**config.mk**
```make
export PLATFORM = sky130hd
export DESIGN_NAME = tgate_bus_arbiter
export DESIGN_NICKNAME = d
export VERILOG_FILES = /design/src/rtl/tgate_arb_pkg.sv /design/src/rtl/tgate_rr_pick.sv /design/src/rtl/tgate_bus_arbiter.sv
export SDC_FILE = /design/constraint.sdc
export NUM_CORES = 1
export LEC_CHECK = 0
export CORE_ASPECT_RATIO = 1.25
export CORE_MARGIN = 2
export CORE_UTILIZATION = 40
export CTS_BUF_LIST = sky130_fd_sc_hd__clkbuf_2
export DETAILED_ROUTE_END_ITERATION = 10
export PLACE_DENSITY = 0.67
export SYNTH_ARGS = -nofsm -noshare
export SYNTH_HDL_FRONTEND = slang
export SYNTH_SLANG_ARGS = --single-unit
export TNS_END_PERCENT = 5
```
**constraint.sdc**
```tcl
create_clock -name clk -period 2.2 [get_ports clk]
set_clock_uncertainty 0.15 [all_clocks]
set_input_delay 0.44 -clock clk [delete_from_list [all_inputs] [get_ports clk]]
set_output_delay 0.44 -clock clk [all_outputs]
set_load 0.05 [all_outputs]
```
**src/rtl/tgate_arb_pkg.sv**
```systemverilog
// Shared types and helpers for the transmission-gate bus arbiter.
package tgate_arb_pkg;

   typedef enum logic [1:0] {
      IDLE = 2'd0,
      OWN  = 2'd1,
      TURN = 2'd2
   } arb_state_t;

   function automatic int owner_w(input int n);
      return $clog2(n);
   endfunction

endpackage

```
**src/rtl/tgate_rr_pick.sv**
```systemverilog
// Combinational round-robin pick: first set request at or after rr_ptr, wrapping.
module tgate_rr_pick
   import tgate_arb_pkg::*;
#(
   parameter int N_REQ = 4,
   parameter int PW    = owner_w(N_REQ)
) (
   input  logic [N_REQ-1:0] req,
   input  logic [PW-1:0]    rr_ptr,
   output logic             found,
   output logic [PW-1:0]    pick
);

   logic [N_REQ-1:0] rot_s;
   logic [PW-1:0]    enc_s;
   logic [PW:0]      sum_s;

   // rotate so rr_ptr lands at bit 0, priority-encode, then rotate the index back
   always_comb begin
      rot_s = N_REQ'({req, req} >> rr_ptr);
      enc_s = {PW{1'b0}};
      for (int i = N_REQ - 1; i >= 0; i--) begin
         enc_s = rot_s[i] ? PW'(i) : enc_s;
      end
      sum_s = {1'b0, enc_s} + {1'b0, rr_ptr};
      pick  = (sum_s >= (PW+1)'(N_REQ)) ? PW'(sum_s - (PW+1)'(N_REQ)) : sum_s[PW-1:0];
      found = |req;
   end

endmodule

```
**src/rtl/tgate_bus_arbiter.sv**
```systemverilog
// Round-robin owner of N_REQ pass-gate enables on one shared wire, with a hold cap
// and break-before-make dead cycles between owners.
module tgate_bus_arbiter
   import tgate_arb_pkg::*;
#(
   parameter int N_REQ    = 4,
   parameter int HOLD_MAX = 8,
   parameter int TURN_CYC = 1
) (
   input  logic                        clk,
   input  logic                        rst_n,
   input  logic [N_REQ-1:0]            req,
   output logic [N_REQ-1:0]            control,
   output logic [owner_w(N_REQ)-1:0]   owner,
   output logic                        busy,
   output logic                        preempt
);

   localparam int PW = owner_w(N_REQ);
   localparam int HW = $clog2(HOLD_MAX + 1);
   localparam int TW = $clog2(TURN_CYC + 1);
   localparam logic [N_REQ-1:0] ONE_HOT0 = N_REQ'(1);

   arb_state_t       state_q,    state_d;
   logic [N_REQ-1:0] control_q,  control_d;
   logic [PW-1:0]    owner_q,    owner_d;
   logic             busy_q,     busy_d;
   logic             preempt_q,  preempt_d;
   logic [PW-1:0]    rr_ptr_q,   rr_ptr_d;
   logic [HW-1:0]    hold_cnt_q, hold_cnt_d;
   logic [TW-1:0]    turn_cnt_q, turn_cnt_d;

   logic             pick_found_s;
   logic [PW-1:0]    pick_idx_s;
   logic             grant_s;
   logic             release_s;

   tgate_rr_pick #(
      .N_REQ (N_REQ),
      .PW    (PW)
   ) u_pick (
      .req    (req),
      .rr_ptr (rr_ptr_q),
      .found  (pick_found_s),
      .pick   (pick_idx_s)
   );

   // next-state logic: decide grant/release, then apply the common grant or release effects
   always_comb begin
      state_d    = state_q;
      control_d  = control_q;
      owner_d    = owner_q;
      busy_d     = busy_q;
      preempt_d  = 1'b0;
      rr_ptr_d   = rr_ptr_q;
      hold_cnt_d = hold_cnt_q;
      turn_cnt_d = turn_cnt_q;
      grant_s    = 1'b0;
      release_s  = 1'b0;

      case (state_q)
         IDLE: begin
            grant_s = pick_found_s;
         end
         OWN: begin
            // a req drop wins over a simultaneous hold expiry, so no preempt then
            if (!req[owner_q]) begin
               release_s = 1'b1;
            end else if (hold_cnt_q == HW'(HOLD_MAX)) begin
               release_s = 1'b1;
               preempt_d = 1'b1;
            end else begin
               hold_cnt_d = hold_cnt_q + HW'(1);
            end
         end
         TURN: begin
            if (turn_cnt_q <= TW'(1)) begin
               turn_cnt_d = {TW{1'b0}};
               if (pick_found_s) begin
                  grant_s = 1'b1;
               end else begin
                  state_d = IDLE;
               end
            end else begin
               turn_cnt_d = turn_cnt_q - TW'(1);
            end
         end
         default: begin
            state_d   = IDLE;
            control_d = {N_REQ{1'b0}};
            busy_d    = 1'b0;
         end
      endcase

      case ({grant_s, release_s})
         2'b10: begin
            state_d    = OWN;
            control_d  = ONE_HOT0 << pick_idx_s;
            owner_d    = pick_idx_s;
            busy_d     = 1'b1;
            hold_cnt_d = HW'(1);
         end
         2'b01: begin
            state_d    = TURN;
            control_d  = {N_REQ{1'b0}};
            busy_d     = 1'b0;
            rr_ptr_d   = (owner_q == PW'(N_REQ - 1)) ? {PW{1'b0}} : owner_q + PW'(1);
            turn_cnt_d = TW'(TURN_CYC);
         end
         default: begin
            hold_cnt_d = hold_cnt_d;
         end
      endcase
   end

   // state and output registers; reset drops every gate enable without waiting for clk
   always_ff @(posedge clk or negedge rst_n) begin
      if (!rst_n) begin
         state_q    <= IDLE;
         control_q  <= {N_REQ{1'b0}};
         owner_q    <= {PW{1'b0}};
         busy_q     <= 1'b0;
         preempt_q  <= 1'b0;
         rr_ptr_q   <= {PW{1'b0}};
         hold_cnt_q <= {HW{1'b0}};
         turn_cnt_q <= {TW{1'b0}};
      end else begin
         state_q    <= state_d;
         control_q  <= control_d;
         owner_q    <= owner_d;
         busy_q     <= busy_d;
         preempt_q  <= preempt_d;
         rr_ptr_q   <= rr_ptr_d;
         hold_cnt_q <= hold_cnt_d;
         turn_cnt_q <= turn_cnt_d;
      end
   end

   assign control = control_q;
   assign owner   = owner_q;
   assign busy    = busy_q;
   assign preempt = preempt_q;

endmodule

```
# Word-level counts from Yosys, hierarchy flattened
# Cells that the tools add are included.
[totals] n_memories=0 latch_bits=0 mem_bits_ro=0 ff_bits=17 out_inout_bits=8 ramBits=0
[classes] magnitude_cmp=3 n_reduce_logical=9 n_mux=31 div=0 add_sub_neg=5 mul=0 eq_ne=11 n_shift=2 n_bitwise=0
[ops] cell="two-way mux 4 bit" n=5
[ops] cell="two-way mux 2 bit" n=8
[ops] cell="two-way mux 1 bit" n=12
[ops] cell="!= test 4 bit, second input constant" n=2
[ops] cell="one-hot mux 2 bit (2 select lines)" n=2
[ops] cell="one-hot mux 4 bit (2 select lines)" n=1
[ops] cell=">> shifter 8 x 2 -> 4 bit" n=1
[ops] cell="== test 2 bit, second input constant" n=3
[ops] cell="!= test 3 x 1 -> 1 bit, second input constant" n=2
[ops] cell="AND reduction 3 bit" n=2
[ops] cell="nonzero test 2 bit" n=3
[ops] cell="adder 4 x 1 -> 4 bit, second input constant" n=1
[ops] cell="== test 2 x 1 -> 1 bit, second input constant" n=2
[ops] cell="== test 4 bit, second input constant" n=1
[ops] cell="one-hot mux 1 bit (2 select lines)" n=2
[ops] cell="OR reduction 4 bit" n=1
[ops] cell="<< shifter 1 x 2 -> 4 bit, first input constant" n=1
[ops] cell="adder 2 x 2 -> 3 bit" n=1
[ops] cell=">= comparator 3 bit, second input constant" n=1
[ops] cell="< comparator 2 x 3 -> 1 bit, second input constant" n=1
[ops] cell="OR reduction 3 bit" n=1
[ops] cell="adder 2 x 1 -> 2 bit, second input constant" n=1
[ops] cell="binary-select mux 1 bit (select 2 bit)" n=1
[ops] cell="logical NOT 2 bit" n=1
[ops] cell="5 further kinds" n=5

# Longest topological paths before layout
# Gate-level depths: netlist of run 1.
[depth] ltp_word=10 mapped_depth=9 mapped_depth_nobuf=8

# Hierarchy
# A second synthesis of run 1 with hierarchy kept.
[hier_totals] cells_unflattened=100 hier_area_um2=973.4
[modules_own_cells] mod="tgate_bus_arbiter" area_each_um2=794.5 instances=1 cells_each=73 seq_area_each_um2=400.4
[modules_own_cells] mod="tgate_rr_pick" area_each_um2=178.9 instances=1 cells_each=27 seq_area_each_um2=0.0

# Worst setup path after synthesis of run 1
# No wires, ideal clock.
[synth_timing] path_kind="input-to-reg" from="input req[2]" to="register control_q[0], in the netlist control[0]" stages=8 setup_time_ns=0.095 required_time_ns=1.955 path_buffers=1 setup_slack_ns=0.037 arrival_time_ns=1.918 cell_sequence="buf_6 > and2b_1 > a21oi_1 > o22ai_1 > o21a_1 > ha_1 > or3_1 > o31ai_1"
[synth_between] elab_chain_len=10 elab_cells_between_ends=22 classes_between="2 x add/sub; 1 x order compare; 3 x eq/ne; 2 x shift; 13 x mux; 1 x reduce/logical"
[synth_rtl] item="start: declaration" line="tgate_bus_arbiter.sv:12" rtl="input logic [N_REQ-1:0] req,"
[synth_rtl] item=">> shifter 8 x 2 -> 4 bit *" line="tgate_rr_pick.sv:20" rtl="rot_s = N_REQ'({req, req} >> rr_ptr);"
[synth_rtl] item="two-way mux 2 bit (3 in series)" line="tgate_rr_pick.sv:23" rtl="enc_s = rot_s[i] ? PW'(i) : enc_s;"
[synth_rtl] item="two-way mux 2 bit *" line="tgate_rr_pick.sv:23"
[synth_rtl] item="adder 2 x 2 -> 3 bit *" line="tgate_rr_pick.sv:25" rtl="sum_s = {1'b0, enc_s} + {1'b0, rr_ptr};"
[synth_rtl] item=">= comparator 3 bit or subtractor 2 x 1 -> 2 bit (tied branches)" line="tgate_rr_pick.sv:26" rtl="pick = (sum_s >= (PW+1)'(N_REQ)) ? PW'(sum_s - (PW+1)'(N_REQ)) : sum_s[PW-1:0];"
[synth_rtl] item="two-way mux 2 bit *" line="tgate_rr_pick.sv:26"
[synth_rtl] item="via pick_idx_s[0]" line="tgate_bus_arbiter.sv:34" rtl="logic [PW-1:0] pick_idx_s;"
[synth_rtl] item="<< shifter 1 x 2 -> 4 bit *" line="tgate_bus_arbiter.sv:98" rtl="control_d = ONE_HOT0 << pick_idx_s;"
[synth_rtl] item="one-hot mux 4 bit (2 select lines) *" line="tgate_bus_arbiter.sv:95" rtl="case ({grant_s, release_s})"
[synth_rtl] item="end signal: assignment" line="tgate_bus_arbiter.sv:120" rtl="control_q <= {N_REQ{1'b0}};"
[synth_rtl] item="end signal: assignment" line="tgate_bus_arbiter.sv:129" rtl="control_q <= control_d;"
[synth_rtl] item="end: declaration" line="tgate_bus_arbiter.sv:25" rtl="logic [N_REQ-1:0] control_q, control_d;"
# The timed path passes the listed nets; every way through them passes the cells marked *. The select of a mux whose other input is x is not followed.
# A chain may end at the register's enable or synchronous reset.

# Final worst setup path of run 1
[layout_timing] from="input req[3]" to="register owner_q[1], in the netlist owner[1]"
[layout_between] elab_chain_len=8 elab_cells_between_ends=18 classes_between="2 x add/sub; 1 x order compare; 1 x eq/ne; 1 x shift; 12 x mux; 1 x reduce/logical"
[layout_rtl] item=">> shifter 8 x 2 -> 4 bit" line="tgate_rr_pick.sv:20"
[layout_rtl] item="two-way mux 2 bit (4 in series)" line="tgate_rr_pick.sv:23"
[layout_rtl] item="adder 2 x 2 -> 3 bit" line="tgate_rr_pick.sv:25"
[layout_rtl] item=">= comparator 3 bit or subtractor 2 x 1 -> 2 bit (tied branches)" line="tgate_rr_pick.sv:26"
[layout_rtl] item="two-way mux 2 bit" line="tgate_rr_pick.sv:26"
[layout_rtl] item="end signal: assignment" line="tgate_bus_arbiter.sv:121" rtl="owner_q <= {PW{1'b0}};"
[layout_rtl] item="end signal: assignment" line="tgate_bus_arbiter.sv:130" rtl="owner_q <= owner_d;"
[layout_rtl] item="end: declaration" line="tgate_bus_arbiter.sv:26" rtl="logic [PW-1:0] owner_q, owner_d;"
# Parallel ways exist; a longest one is shown, timed or not. The select of a mux whose other input is x is not followed.

==> flow_metrics.tcl, run 1 <==
set metrics [dict create \
    status "complete, no violations" \
    synth_edf_count 0 \
    cts.path.max_buffers 2 \
    slew-limit-headroom_pct 66.3 \
    dpl.hpwl_mm 1.55 \
    cts.sinks 16 \
    drt_iter0_markers 13 \
    worstSetupEndpoint "owner[1]" \
    grtUsageMet1_pct 20.7 \
    n_antenna_cell 0 \
    cts_tree "done" \
    maxCapViolCount 0 \
    dieArea_sq_mm 0.00277 \
    first_pass_iters 4 \
    period_needed_ns 2.14 \
    routed_wl_mm 2.20 \
    vias 843 \
    crit_path_start "req[3]" \
    cts_buffers 3 \
    clk_pin_slew_ns 0.16 \
    cp.required_ns 2.23 \
    routedWlPerCell_um 14.5 \
    synth_nets 104 \
    ys.flop_type "dfrtp_1" \
    setup_violations 0 \
    r2r_slack_ns 0.08 \
    synthDistinctLibCells 36 \
    grt_max_degree 17 \
    drc 0 \
    tns_ns 0 \
    synth_seq_area_share_pct 42.4 \
    maxSlewViolCount 0 \
    drive_gt1_share_pct 24.8 \
    syn_avg_cell_area_sq_um 10.0 \
    async_flop_share_pct 100 \
    critPathKind "in -> reg" \
    ant_nets 0 \
    die-width_um 47.4 \
    port_buffers 13 \
    final_hold_viol_count 0 \
    dp_slack_ns -0.508 \
    grt_pass1_vias 845 \
    critPathLaunchType "primary input" \
    grt_use_total_pct 17.6 \
    worst_slew_pin_slew_ns 0.505 \
    total_power_w 0.00174 \
    final_cell_count_no_fill 152 \
    ir_drop_uv 592 \
    dp.cells 148 \
    power_density_mw_per_mm2 1350 \
    reg2reg_from "rr_ptr_q[1]" \
    worstPathMaxFanout 6 \
    rows 19 \
    antenna_found_initial 0 \
    ys_warn_count 0 \
    h-tree-depth 1 \
    leakage_nw 0.589 \
    ys_seq_elements 16 \
    finalWeightedCongestion 0.795 \
    grt-ovfl-total 0 \
    cts_post_setup_buffers_inserted 0 \
    met2_usage_pct 30.7 \
    syn2layout_area_growth_pct 37.0 \
    layout.nets 132 \
    fmax_mhz 468 \
    initial_core_util_pct 42.7 \
    synth_area_sq_um 943 \
    post-route-period-util_pct 97.2 \
    hold_buffers 0 \
    gr-max-usage-layer "met2" \
    die_h_um 58.3 \
    r2r-end "owner[1]" \
    viasPerCell 5.55 \
    critical_path_arrival_ns 2.16 \
    core_sq_mm 0.00221 \
    fin_ws_ns 0.0627 \
    grt_pass1_wl_mm 3.53 \
    syn_inst 94 \
    hp-class "in -> async" \
    io_pins 14 \
    clock_latency_ns 0.29 \
    cts-root-buf "clkbuf_2" \
    grt_util_met3_pct 0.920 \
    crit_path_end_kind "flop" \
    r2r_cells 8 \
]
[worst min path at each step]
| stage | start | endpoint | slack (ns) |
|---|---|---|---|
| 2_1_floorplan | rst_n | busy | -0.006 |
| 3_3_place_gp | busy | busy | 0.32 |
| 3_5_place_dp | hold_cnt_q[3] | hold_cnt_q[3] | 0.33 |
| 4_1_cts | rst_n | hold_cnt_q[1] | 0.29 |
| 5_1_grt | rst_n | state_q[0] | 0.29 |
| 6_report | rst_n | hold_cnt_q[1] | 0.29 |
[worst max-delay path, stage by stage]
cell           delay, ns
dlygate4sd2_1       0.29
and2b_1             0.20
a21oi_2             0.12
o22ai_1             0.08
o21a_1              0.20
ha_4                0.18
xor2_4              0.22
o31a_1              0.30
o31ai_2             0.11
[power breakdown]
| group | total (W) | internal [W] | switching (W) |
|---|---|---|---|
| Clock | 0.000132 | 0.0000395 | 0.0000926 |
| Sequential | 0.000530 | 0.000405 | 0.000125 |
| Combinational | 0.00108 | 0.000478 | 0.000602 |
[metrics by stage]
stage | utilization, % | area, sq um | hold WS, ns
global placement | 53.6 | 1180 | 0.320
CTS | 55.4 | 1220 | 0.286
global route | 58.5 | 1290 | 0.291
detailed placement | 53.6 | 1180 | 0.329
finish | 58.5 | 1290 | 0.288
floorplan | - | 943 | -0.00559
[flip-flops by register name, indices dropped and copies added, names as in the netlist]
register,flops
state_q,2
control,4
hold_cnt_q,4
owner,2
busy,1
rr_ptr_q,2
preempt,1
[layout by cell type (no fill, tap or decap), types with 2 or more instances in the layout]
cell type,netlist,routed
dlymetal6s2s_1,0,4
dfrtp_1,16,16
clkdlybuf4s50_1,0,7
nor2_1,3,3
inv_1,3,3
nor2b_1,3,3
and2b_1,2,2
dlygate4sd2_1,0,2
buf_4,0,14
clkbuf_2,0,3
nand2_1,11,10
nor3_1,3,3
o31ai_2,1,3
mux2i_1,2,2
o21ai_0,2,2
nand2b_1,2,2
o31ai_1,6,3
o21ai_1,5,5
o21a_1,3,3
mux2_1,2,2
ha_1,4,3
nor3b_1,2,2
[synthesized netlist by cell type, drive strengths merged, types with 2 or more instances]
cell type | number | share of area (%)
dfrtp | 16 | 42
mux2 | 2 | 2.4
nand2b | 2 | 1.3
nor3 | 3 | 1.6
o21ai | 7 | 3.7
o21a | 3 | 2.4
or3 | 2 | 1.3
o31ai | 7 | 6.1
nor4 | 2 | 1.3
nor2b | 3 | 2.0
nor3b | 2 | 1.6
nor2 | 3 | 1.2
buf | 4 | 3.4
mux2i | 2 | 2.1
a21oi | 2 | 1.1
nand2 | 11 | 4.4
and2b | 2 | 1.6
inv | 3 | 1.2
ha | 4 | 5.3
[kinds of logic (layout without fill, tap and decap cells)]
logic type | Yosys count | after routing | synth area share [%]
buffers and inverters | 7 | 34 | 4.64
DFF | 16 | 16 | 42.4
AOI/OAI and AO/OA | 26 | 26 | 19.4
muxes | 5 | 5 | 6.90
xor gates and xnor gates | 1 | 1 | 0.929
and+or+nand+nor | 35 | 35 | 20.4
adders and majority gates | 4 | 4 | 5.31
[timing repair]
action,in CTS,in global routing
cloned,0,0
pin swaps,2,4
setup endpoints to repair,5,7
resized for setup,6,13
[layout make-up]
| type | count | area, sq um |
|---|---|---|
| fill | 212 | 918 |
| multi-input combinational | 71 | 581 |
| sequential | 16 | 400 |
| timing repair buffer | 27 | 243 |
| tap | 31 | 38.8 |
| clock buffer | 3 | 15.0 |
| inverter | 3 | 11.3 |
| clock inverter | 1 | 3.75 |
[routing by layer]
metal	wire length, um	vias to the layer above
li1	-	398
met1	869	420
met2	1230	21
met3	63	4
met4	40	0
met5	0	-
Note: power is estimated with default switching activity, not from simulation.
==> run 2: changes to the inputs <==
CTS_CLUSTER_SIZE = 12   (was default)
PLACE_DENSITY = 0.69   (was 0.67)
clock period = 1.8 ns   (was 2.2 ns; I/O delays follow)
==> flow_metrics.tcl, run 2 (same netlist as run 1, synthesis figures left out) <==
set metrics [dict create \
    maxSlewViolCount 0 \
    initial_core_util_pct 42.7 \
    die_h_um 58.3 \
    clock_latency_ns 0.27 \
    worstSetupEndpoint "control[2]" \
    die-width_um 47.4 \
    hp-class "in -> async" \
    dp_slack_ns -0.838 \
    h-tree-depth 1 \
    multi_input_comb_area_sq_um 558 \
    grt-ovfl-total 0 \
    vias 822 \
    rows 19 \
    period_needed_ns 2.03 \
    cpLargestDelayFamily "compound AO/OA/AOI/OAI gates" \
    cts.sinks 16 \
    worst_slew_pin_slew_ns 0.377 \
    n_antenna_cell 0 \
    fmax_mhz 491 \
    rsz0062_at_grt "true" \
    grt_pass1_wl_mm 3.38 \
    dpl.hpwl_mm 1.57 \
    drt_iter0_markers 16 \
    leakage_nw 0.600 \
    total_power_w 0.00214 \
    critPathLaunchType "primary input" \
    r2r_slack_ns -0.23 \
    routed_wl_mm 2.09 \
    cts_tree "done" \
    ant_nets 0 \
    syn2layout_area_growth_pct 38.2 \
    fin_ws_ns -0.235 \
    r2r-end "control[2]" \
    status "finished with violations" \
    io_pins 14 \
    path_depth 8 \
    critical_path_arrival_ns 2.08 \
    viasPerCell 5.24 \
    setup_violations 5 \
    cts_buffers 3 \
    critPathBufInv 1 \
    cts.path.max_buffers 2 \
    finalWeightedCongestion 0.763 \
    power_density_mw_per_mm2 1640 \
    reg2reg_from "rr_ptr_q[1]" \
    crit_path_start "req[3]" \
    clk_pin_slew_ns 0.14 \
    worst_path_largest_cell_delay_ns 0.35 \
    crit_path_end_kind "flop" \
    seq_area_sq_um 400 \
    cts-root-buf "clkbuf_2" \
    ir_drop_uv 926 \
    path_cells "dlygate4sd2_1, and2b_1, a21oi_2, o22ai_1, o21a_1, ha_1, or3_4, o31ai_2" \
    worstPathMaxFanout 6 \
    first_pass_iters 4 \
    dieArea_sq_mm 0.00277 \
    antenna_found_initial 0 \
    final_cell_mix "buf_4 (26), dfrtp_1 (16), nand2_1 (10)" \
    utilization_pct 59.0 \
    routedWlPerCell_um 13.3 \
    dp.cells 153 \
    drive_gt1_share_pct 35.7 \
    slowest_stage "or3_4" \
    fillCellCount 205 \
    r2r_cells 7 \
    port_buffers 13 \
    final_common_cell "buf_4" \
    violations "setup timing" \
    slew-limit-headroom_pct 74.6 \
    maxCapViolCount 0 \
    worst_hold_slack_ns 0.227 \
    core_sq_mm 0.00221 \
    grt_use_total_pct 17.0 \
    cp.required_ns 1.85 \
    post-route-period-util_pct 113 \
    drc 0 \
    grt_pass1_vias 824 \
    grt_max_degree 17 \
    layout.nets 138 \
    final_cell_count_no_fill 157 \
    final_hold_viol_count 0 \
    critPathKind "in -> reg" \
]
-- run 2: how the worst min path moves through the flow --
| stage | end | slack [ns] |
|---|---|---|
| floorplan | busy | -0.09 |
| global placement | busy | 0.32 |
| detailed placement | control[1] | 0.33 |
| CTS | hold_cnt_q[2] | 0.24 |
| global route | busy | 0.21 |
| finish | busy | 0.23 |
-- run 2: through the flow --
step                      setup TNS, ns  instance area (sq um)
after detailed placement          -7.97                   1230
final                            -0.879                   1300
after floorplan                   -2.69                    943
after global placement            -7.34                   1230
after CTS                        -0.831                   1280
after global routing              -1.54                   1300
-- run 2: final cells by class --
cell class | instances | area share [%]
clock buffer | 3 | 1.15
timing repair buffer | 33 | 21.5
inverter | 3 | 0.864
tap | 31 | 2.98
sequential | 16 | 30.7
multi-input combinational | 71 | 42.8
-- run 2: report_power, final --
group          internal (W)  switching (W)
Clock             0.0000455       0.000103
Combinational      0.000647       0.000733
Sequential         0.000496       0.000112
Total               0.00119       0.000948
-- run 2: metal layers --
metal	GRT usage (%)	wire [um]
met3	2.76	63
met4	7.94	52
met1	19.5	865
met5	0	0
met2	29.3	1110
-- run 2: timing repair --
item / CTS / global route
hold buffers: 0 / 0
endpoints found under the hold margin: 0 / 0
resized for setup: 10 / 6
pin swaps: 6 / 2
buffers inserted: 1 / 0
setup endpoints to repair: 14 / 9
==> run 3: changes to the inputs <==
SLEW_MARGIN = 5   (was default)
SYNTH_HIERARCHICAL = 1   (was default)
==> flow_metrics.tcl, run 3 <==
set metrics [dict create \
    drive_gt1_share_pct 40.9 \
    cts-root-buf "clkbuf_2" \
    ant_nets 0 \
    async_flop_share_pct 100 \
    grt_pass1_wl_mm 3.72 \
    place_area_sq_mm 0.00133 \
    cpLargestDelayFamily "simple AND/OR/NAND/NOR gates" \
    maxCapViolCount 0 \
    syn2layout_area_growth_pct 44.1 \
    crit_path_start "req[3]" \
    critPathBufInv 1 \
    cts.sinks 16 \
    die_h_um 59.2 \
    vias 876 \
    fin_ws_ns -0.320 \
    post-route-period-util_pct 118 \
    cts_tree "done" \
    power_density_mw_per_mm2 1720 \
    port_buffers 13 \
    ys_seq_elements 16 \
    final_cell_mix "buf_4 (26), dfrtp_1 (14), nand2_1 (12)" \
    leakage_nw 0.665 \
    tns_ns -1.52 \
    viasPerCell 5.15 \
    clock_latency_ns 0.28 \
    cts_buffers 3 \
    n_antenna_cell 0 \
    post-synth-top-count-cell "dfrtp_1" \
    synth_edf_count 0 \
    drc 0 \
    path_cells "dlygate4sd2_1, nor2_2, nor4_2, a21oi_1, o211ai_1, ha_2, xor2_2, xnor2_2, and3_1, a21oi_1, o21ai_1" \
    switching_share_pct 43.6 \
    h-tree-depth 1 \
    crit_path_end_kind "flop" \
    reg2reg_from "rr_ptr_q[0]" \
    critical_path_arrival_ns 2.15 \
    layout.nets 148 \
    drt_iter0_markers 19 \
    synth.area.top_cells "dfrtp_1 (41%), ha_1 (5.1%), nand2_1 (5.0%)" \
    synth_top_cell_by_area "dfrtp_1" \
    yosysTopAreaCellShare_pct 41.1 \
    p_int_w 0.00136 \
    setup_violations 8 \
    finalWeightedCongestion 0.776 \
    synth_nets 110 \
    dp.cells 165 \
    io_pins 14 \
    critPathLaunchType "primary input" \
    die-width_um 48.1 \
    synthDistinctLibCells 33 \
    fmax_mhz 472 \
    worst_slew_pin_slew_ns 0.481 \
    slew-limit-headroom_pct 67.7 \
    hp-class "in -> async" \
    combPwrFrac_pct 65.6 \
    status "finished with violations" \
    violations "setup timing" \
    final_common_cell "buf_4" \
    grt-ovfl-total 0 \
    ys_warn_count 6 \
    ir_drop_uv 932 \
    routedWlPerCell_um 13.4 \
    rsz0062_at_grt "true" \
    first_pass_iters 4 \
    worst_path_largest_cell_delay_ns 0.32 \
    maxSlewViolCount 0 \
    critPathKind "in -> reg" \
    dpl.hpwl_mm 1.71 \
    initial_core_util_pct 40.9 \
    routed_wl_mm 2.28 \
    fin_area_sq_mm 0.00140 \
    cp.required_ns 1.83 \
    cts.path.max_buffers 2 \
    antenna_found_initial 0 \
    final_cell_count_no_fill 170 \
    core_sq_mm 0.00238 \
    synth_area_sq_um 973 \
    grt_max_degree 17 \
    ys.flop_type "dfrtp_1" \
    syn_inst 100 \
    worstPathMaxFanout 6 \
    grt_pass1_vias 861 \
    final_hold_viol_count 0 \
    dieArea_sq_mm 0.00285 \
    synth_seq_area_share_pct 41.1 \
    p_sw_w 0.00105 \
    period_needed_ns 2.12 \
    clock_power_share_pct 6.5 \
    slowest_stage "dlygate4sd2_1" \
    synth_common_cells "dfrtp_1 (16), nand2_1 (13), nor2_1 (8)" \
    critPathMostFrequentCell "a21oi_1" \
    syn_avg_cell_area_sq_um 9.73 \
    grt_use_total_pct 18.0 \
    rows 20 \
    clk_pin_slew_ns 0.15 \
    power_frac_seq_pct 27.9 \
]
==> run 3: cell count changes after synthesis, moves of 3 or more <==
cell | previous run | this run
nor2_1 | 3 | 8
o31ai_1 | 6 | 0
o21a_1 | 3 | 0
nand4_1 | 0 | 5
a21oi_1 | 2 | 5
o21ai_0 | 2 | 6
o21ai_1 | 5 | 0
==> run 3: final timing paths <==
check | end | slack (ns) | cells past startpoint
hold reg to reg | hold_cnt_q[3] | 0.35 | 1
setup reg to reg | control[3] | -0.31 | 9
max in group asynchronous | owner[0] | 1.09 | 2
setup / recovery | control[3] | -0.32 | 11
hold / removal | control[2] | 0.22 | 2
min in group clk | hold_cnt_q[3] | 0.35 | 1
==> run 3: timing repair <==
item / in CTS / in global routing
buffers inserted: 0 / 1
resized for setup: 15 / 3
pin swaps: 12 / 6
endpoints found under the setup margin: 16 / 10
hold buffers: 0 / 0
==> run 3: layout make-up <==
type / count / area, sq um
inverter: 4 / 15.0
sequential: 16 / 403
timing repair buffer: 36 / 334
fill: 218 / 975
clock inverter: 1 / 3.75
clock buffer: 3 / 15.0
multi-input combinational: 77 / 591
tap: 33 / 41.3
==> run 3: logic make-up (layout without fill, tap and decap cells) <==
| family | after synthesis | count (layout) | share of synthesized area [%] |
|---|---|---|---|
| AOI/OAI and AO/OA | 17 | 17 | 12.2 |
| xor gates and xnor gates | 2 | 2 | 1.80 |
| adders and majority gates | 4 | 4 | 5.14 |
| buffers and inverters | 7 | 44 | 4.24 |
| DFF | 16 | 16 | 41.1 |
| muxes | 8 | 8 | 10.7 |
| and+or+nand+nor | 46 | 46 | 24.8 |
==> run 3: per-layer routing <==
layer | vias to the layer above | global-route usage (%) | part of all wire, %
met4 | 0 | 3.47 | 0.40
met5 | - | 0 | 0
met2 | 10 | 30.9 | 55
met3 | 2 | 2.74 | 1.6
met1 | 432 | 23.4 | 43
li1 | 432 | - | -
==> run 3: per-stage QoR <==
step	setup WS (ns)	utilization [%]	total power (W)	hold WS (ns)
after global placement	-0.804	55.8	0.00208	0.311
after floorplan	-0.215	-	0.00158	-0.0856
final	-0.320	59.0	0.00241	0.216
after global routing	-0.439	59.0	0.00260	0.210
after CTS	-0.275	58.2	0.00236	0.216
after detailed placement	-0.885	55.8	0.00212	0.335
==> run 3: power groups by stage <==
stage,logic (W),registers [W],clock network (W)
final,0.00158,0.000673,0.000157
after global routing,0.00172,0.000697,0.000179
after CTS,0.00152,0.000670,0.000162
after detailed placement,0.00145,0.000672,0
after global placement,0.00142,0.000662,0
after floorplan,0.000769,0.000815,0
